File: config.mk
export PLATFORM = sky130hd
export DESIGN_NAME = addsub_ctrl_flat
export DESIGN_NICKNAME = d
export VERILOG_FILES = /design/src/rtl/addsub_ctrl_if.sv /design/src/rtl/addsub_ctrl.sv /design/src/flat_wrapper.sv
export SDC_FILE = /design/constraint.sdc
export NUM_CORES = 1
export LEC_CHECK = 0
export BUFFER_PORTS_ARGS = -buffer_cell sky130_fd_sc_hd__buf_2
export CORE_MARGIN = 2
export CORE_UTILIZATION = 45
export CTS_CLUSTER_DIAMETER = 30
export DETAILED_ROUTE_END_ITERATION = 8
export GPL_TIMING_DRIVEN = 0
export PLACE_DENSITY = 0.77
export SLEW_MARGIN = 20
export SYNTH_ARGS = -nofsm -noshare
export SYNTH_HDL_FRONTEND = slang
export SYNTH_SLANG_ARGS = --single-unit
File: constraint.sdc
create_clock -name clk -period 2.76 [get_ports clk]
set_input_delay 0.138 -clock clk [delete_from_list [all_inputs] [get_ports clk]]
set_output_delay 0.138 -clock clk [all_outputs]
set_load 0.02 [all_outputs]
File: src/rtl/addsub_ctrl_if.sv
// Command, response and datapath-drive signals of the addsub_ctrl sequencer.
// slave = the controller itself; master = command source, consumer and AddSub datapath.
interface addsub_ctrl_if #(
    parameter int unsigned size = 4
);
    logic            cmd_valid;
    logic            cmd_ready;
    logic [1:0]      cmd_op;
    logic [size-1:0] cmd_data;
    logic [size-1:0] left_o;
    logic [size-1:0] right_o;
    logic [1:0]      addsub_o;
    logic [size-1:0] res_i;
    logic            rsp_valid;
    logic            rsp_ready;
    logic [size-1:0] rsp_data;
    logic            ovf_o;

    modport slave (
        input  cmd_valid, cmd_op, cmd_data, res_i, rsp_ready,
        output cmd_ready, left_o, right_o, addsub_o, rsp_valid, rsp_data, ovf_o
    );

    modport master (
        output cmd_valid, cmd_op, cmd_data, res_i, rsp_ready,
        input  cmd_ready, left_o, right_o, addsub_o, rsp_valid, rsp_data, ovf_o
    );
endinterface

File: src/rtl/addsub_ctrl.sv
// Accumulator sequencer driving an external AddSub datapath (1 add, 0 sub, 2 hold).
// Define ADDSUB_CTRL_SAT_EN to make ADD/SUB saturate and report ovf_o.
module addsub_ctrl #(
    parameter int unsigned size = 4
) (
    input logic          clk,
    input logic          rst_n,
    addsub_ctrl_if.slave bus
);
    localparam int unsigned IW = (size > 1) ? $clog2(size) : 1;
    localparam logic [IW-1:0] LAST_IDX = IW'(size - 1);

    typedef enum logic [1:0] {IDLE, EXEC, MUL, DONE} state_t;
    typedef enum logic [1:0] {OP_ADD, OP_SUB, OP_MUL, OP_CLR} op_t;

    state_t          state, state_d;
    op_t             op, op_d;
    logic [size-1:0] operand, operand_d;
    logic [size-1:0] acc, acc_d;
    logic [size-1:0] product, product_d;
    logic [IW-1:0]   idx, idx_d;
`ifdef ADDSUB_CTRL_SAT_EN
    logic            ovf, ovf_d;
`endif

    always_ff @(posedge clk or negedge rst_n) begin
        if (!rst_n) begin
            state   <= IDLE;
            op      <= OP_ADD;
            operand <= '0;
            acc     <= '0;
            product <= '0;
            idx     <= '0;
`ifdef ADDSUB_CTRL_SAT_EN
            ovf     <= 1'b0;
`endif
        end else begin
            state   <= state_d;
            op      <= op_d;
            operand <= operand_d;
            acc     <= acc_d;
            product <= product_d;
            idx     <= idx_d;
`ifdef ADDSUB_CTRL_SAT_EN
            ovf     <= ovf_d;
`endif
        end
    end

    always_comb begin
        state_d      = state;
        op_d         = op;
        operand_d    = operand;
        acc_d        = acc;
        product_d    = product;
        idx_d        = idx;
`ifdef ADDSUB_CTRL_SAT_EN
        ovf_d        = ovf;
`endif
        bus.cmd_ready = 1'b0;
        bus.rsp_valid = 1'b0;
        bus.rsp_data  = '0;
        bus.ovf_o     = 1'b0;
        bus.left_o    = '0;
        bus.right_o   = '0;
        bus.addsub_o  = 2'd2;

        case (state)
            IDLE: begin
                bus.cmd_ready = 1'b1;
                if (bus.cmd_valid) begin
                    op_d      = op_t'(bus.cmd_op);
                    operand_d = bus.cmd_data;
`ifdef ADDSUB_CTRL_SAT_EN
                    ovf_d     = 1'b0;
`endif
                    case (op_t'(bus.cmd_op))
                        OP_ADD, OP_SUB: state_d = EXEC;
                        OP_MUL: begin
                            product_d = '0;
                            idx_d     = '0;
                            state_d   = MUL;
                        end
                        default: begin
                            acc_d   = '0;
                            state_d = DONE;
                        end
                    endcase
                end
            end

            EXEC: begin
                bus.left_o   = acc;
                bus.right_o  = operand;
                bus.addsub_o = (op == OP_ADD) ? 2'd1 : 2'd0;
                acc_d        = bus.res_i;
`ifdef ADDSUB_CTRL_SAT_EN
                if (op == OP_ADD && bus.res_i < acc) begin
                    acc_d = '1;
                    ovf_d = 1'b1;
                end else if (op != OP_ADD && acc < operand) begin
                    acc_d = '0;
                    ovf_d = 1'b1;
                end
`endif
                state_d = DONE;
            end

            MUL: begin
                bus.left_o  = product;
                bus.right_o = acc << idx;
                if (operand[idx]) begin
                    bus.addsub_o = 2'd1;
                    product_d    = bus.res_i;
                end
                // The last partial sum is taken straight from product_d so it is not lost.
                if (idx == LAST_IDX) begin
                    acc_d   = product_d;
                    state_d = DONE;
                end else begin
                    idx_d = idx + IW'(1);
                end
            end

            DONE: begin
                bus.rsp_valid = 1'b1;
                bus.rsp_data  = acc;
`ifdef ADDSUB_CTRL_SAT_EN
                bus.ovf_o     = ovf;
`endif
                if (bus.rsp_ready) state_d = IDLE;
            end

            default: state_d = IDLE;
        endcase
    end
endmodule

File: src/flat_wrapper.sv
// flat-port wrapper written by rule: the top's interface ports become plain ports
module addsub_ctrl_flat 
#(
    parameter int unsigned size = 4
)
  (clk, rst_n, bus_cmd_valid, bus_cmd_op, bus_cmd_data, bus_res_i, bus_rsp_ready, bus_cmd_ready, bus_left_o, bus_right_o, bus_addsub_o, bus_rsp_valid, bus_rsp_data, bus_ovf_o);
  addsub_ctrl_if #(.size(size)) bus_i ();
  input logic clk;
  input logic rst_n;
  input wire logic [$bits(bus_i.cmd_valid)-1:0] bus_cmd_valid;
  input wire logic [$bits(bus_i.cmd_op)-1:0] bus_cmd_op;
  input wire logic [$bits(bus_i.cmd_data)-1:0] bus_cmd_data;
  input wire logic [$bits(bus_i.res_i)-1:0] bus_res_i;
  input wire logic [$bits(bus_i.rsp_ready)-1:0] bus_rsp_ready;
  output wire logic [$bits(bus_i.cmd_ready)-1:0] bus_cmd_ready;
  output wire logic [$bits(bus_i.left_o)-1:0] bus_left_o;
  output wire logic [$bits(bus_i.right_o)-1:0] bus_right_o;
  output wire logic [$bits(bus_i.addsub_o)-1:0] bus_addsub_o;
  output wire logic [$bits(bus_i.rsp_valid)-1:0] bus_rsp_valid;
  output wire logic [$bits(bus_i.rsp_data)-1:0] bus_rsp_data;
  output wire logic [$bits(bus_i.ovf_o)-1:0] bus_ovf_o;
  assign bus_i.cmd_valid = bus_cmd_valid;
  assign bus_i.cmd_op = bus_cmd_op;
  assign bus_i.cmd_data = bus_cmd_data;
  assign bus_i.res_i = bus_res_i;
  assign bus_i.rsp_ready = bus_rsp_ready;
  assign bus_cmd_ready = bus_i.cmd_ready;
  assign bus_left_o = bus_i.left_o;
  assign bus_right_o = bus_i.right_o;
  assign bus_addsub_o = bus_i.addsub_o;
  assign bus_rsp_valid = bus_i.rsp_valid;
  assign bus_rsp_data = bus_i.rsp_data;
  assign bus_ovf_o = bus_i.ovf_o;
  addsub_ctrl #(.size(size)) u_core (.clk(clk), .rst_n(rst_n), .bus(bus_i));
endmodule
==> out/metrics.yaml <==
start_util_pct: 46.02
ctsResizeCount: 0
hold_path_class: "input pin to register"
finalWorstSetupSlack_ns: 0.5534
drtPass1Iterations: 4
die_w_um: 56.41
syn_area_um2: 1236
overflow: 0
syn-instance-count: 134
seq_area_frac_synth_pct: 36.44
avgSynthCellArea_um2: 9.225
vias: 1087
fp-row-count: 19
worstSetupPathType: "register to output port"
syn_nets: 154
postLayoutCoreUtil_pct: 54.59
clk_latency_ns: 0.29
drive_above_1_share_pct: 27.38
post_dp_cell_area_um2: 1420
grt_max_degree: 19
avgViaCountPerCell: 5.462
drt_iter0_drc: 21
io_pins: 31
cp_slowest_cell: "dfrtp_1"
grt_pass1_wl_um: 4850
outcome: "finished, final reports clean"
crit_family: "buffers and inverters"
p_per_area_nw_per_um2: 1316
crit_buf_inv: 4
antenna_found_initial: 0
fp.dieH_um: 56.41
drc_errors: 0
clkTransAtPathRegs_ns: 0.11
num-fill-cells: 255
cap_violations: 0
rsz0062_at_grt: "no"
cts.path.max_buffers: 2
path_cells: "inv_1, ha_1, buf_2, clkbuf_1, nand2_1, a21boi_0, buf_2"
start_kind: "register"
crit_fanout: 10
final-setup-viol-count: 0
grt_pass1_vias: 1114
ys_ff_latch: 18
cts_tree: "built"
grt_use_total_pct: 18.99
die_area_um2: 3182
synth_cell_types: 36
totalWireLength_um: 2744
finalClockSkew_ns: 0.003172
cts_max_level: 1
syn_to_final_growth_pct: 18.62
fin_crit_sh_pct: 79.95
ctsHoldBuffers: 1
cts_buffers: 3
maxSlewViolCount: 0
final_cell_area_um2: 1466
hold_viol_final: 0
fmax_mhz: 453.2
worst_pin_slew_ns: 0.5004
holdWs_ns: 0.07063
postCtsSetupBuffers: 0
fin_crit_ns: 2.207
fin_setup_tns_ns: 0
diodes: 0
leakage_nw: 0.6698
port_buffers: 29
end_kind: "output port"
slew_headroom_pct: 66.58
place_congestion: 0.8254
cts-root-buf: "clkbuf_4"
worstPathRequired_ns: 2.62
critPathMaxStageDelay_ns: 0.42
ant_nets: 0
arrival_ns: 2.07
ir_drop_v: 0.0007158
dp_hpwl_um: 2173
num-nets-final: 189
wire_per_inst_um: 13.79
core_area_um2: 2686
ys_warn_count: 0
critical_path.most_common_cell: "buf_2"
cts_sinks: 18
place_ws_ns: 0.7579
stage by stage:
| stage | total power [mW] | cells |
|---|---|---|
| 2_1_floorplan | 1.439 | 134 |
| 3_3_place_gp | 1.724 | 194 |
| 3_5_place_dp | 1.775 | 194 |
| 4_1_cts | 1.938 | 199 |
| 5_1_grt | 2.114 | 199 |
| 6_report | 1.930 | 199 |
registers in the layout, indices dropped and copies added (netlist names):
register	cells
u_core.state	2
u_core.op	2
u_core.operand	4
u_core.acc	4
u_core.idx	2
u_core.product	4
worst paths after layout:
kind,start,end,cells past startpoint,slack [ns]
min in group asynchronous,rst_n,u_core.state[1]$_DFFE_PN0P_,2,0.30
worst max-delay path,u_core.state[0]$_DFFE_PN0P_,bus_left_o[2],7,0.55
max in group asynchronous,rst_n,u_core.operand[0]$_DFFE_PN0P_,2,2.17
worst min register to register,u_core.op[0]$_DFFE_PN0P_,u_core.op[0]$_DFFE_PN0P_,1,0.52
worst min-delay path,bus_cmd_data[2],u_core.operand[2]$_DFFE_PN0P_,2,0.07
worst max register to register,u_core.state[0]$_DFFE_PN0P_,u_core.product[3]$_DFFE_PN0P_,8,0.71
power by group:
| group | internal, mW | switching (mW) |
|---|---|---|
| Combinational | 0.508 | 0.748 |
| Sequential | 0.399 | 0.111 |
| Clock | 0.0803 | 0.0839 |
layout make-up:
type	count	area (um2)	area share (%)
tap	31	38.79	2.645
buffer	10	51.30	3.498
multi-input combinational	97	700.7	47.78
sequential	18	450.4	30.72
clock buffer	4	36.28	2.474
inverter	9	33.78	2.304
timing repair buffer	30	155.1	10.58
cells in the final DEF (no fill, tap or decap), types with 2 or more instances in the layout:
master	n
a21boi_0	4
a21oi_1	2
a22oi_1	2
a31oi_1	4
and2_1	4
buf_2	31
clkbuf_1	6
clkbuf_4	3
dfrtp_1	18
ha_1	6
inv_1	9
mux2_1	3
mux2_2	7
mux2i_1	3
nand2_1	13
nand3_1	9
nand3b_1	2
nand4_1	4
nor2_1	6
nor2b_1	7
o21ai_0	4
o221ai_1	4
cell families after synthesis:
group                      after synthesis  share of synthesized area (%)
other                                    1                         0.3034
adders and majority gates                6                          6.073
and+or+nand+nor                         48                          20.04
buffers and inverters                   19                          6.882
muxes                                   14                          13.36
DFF                                     18                          36.44
AOI/OAI and AO/OA                       28                          16.90
Yosys cell counts:
cell type / instances / area [um2]
a211o_1: 1 / 8.760
a211oi_2: 1 / 12.51
a21boi_0: 4 / 30.03
a21oi_1: 2 / 10.01
a221oi_1: 1 / 8.760
a22o_1: 1 / 8.760
a22oi_1: 2 / 15.01
a31oi_1: 4 / 25.02
a32o_1: 1 / 10.01
a32oi_1: 1 / 8.760
and2_1: 4 / 25.02
buf_2: 2 / 10.01
buf_4: 1 / 7.510
buf_6: 1 / 11.26
clkbuf_1: 6 / 22.52
conb_1: 1 / 3.750
dfrtp_1: 18 / 450.4
ha_1: 6 / 75.07
inv_1: 9 / 33.78
mux2_1: 3 / 33.78
mux2_2: 7 / 78.83
mux2i_1: 3 / 30.03
mux4_2: 1 / 22.52
nand2_1: 13 / 48.80
nand3_1: 9 / 45.04
nand3b_1: 2 / 15.01
nand4_1: 4 / 25.02
nand4b_1: 1 / 8.760
nor2_1: 6 / 22.52
nor2b_1: 7 / 43.79
nor3_1: 1 / 5.000
nor4b_1: 1 / 8.760
o211ai_1: 1 / 7.510
o21ai_0: 4 / 20.02
o221ai_1: 4 / 35.03
o31a_1: 1 / 8.760
metal layers:
| metal | wire (um) | share of wire, % | track usage [%] | vias to the layer above |
|---|---|---|---|---|
| met5 | 0 | 0 | 0 | - |
| met1 | 1113 | 41 | 23.38 | 515 |
| met3 | 132 | 4.8 | 2.535 | 4 |
| li1 | - | - | - | 548 |
| met4 | 25 | 0.91 | 6.463 | 0 |
| met2 | 1474 | 54 | 33.95 | 20 |
Note: power is estimated with default switching activity, not from simulation.
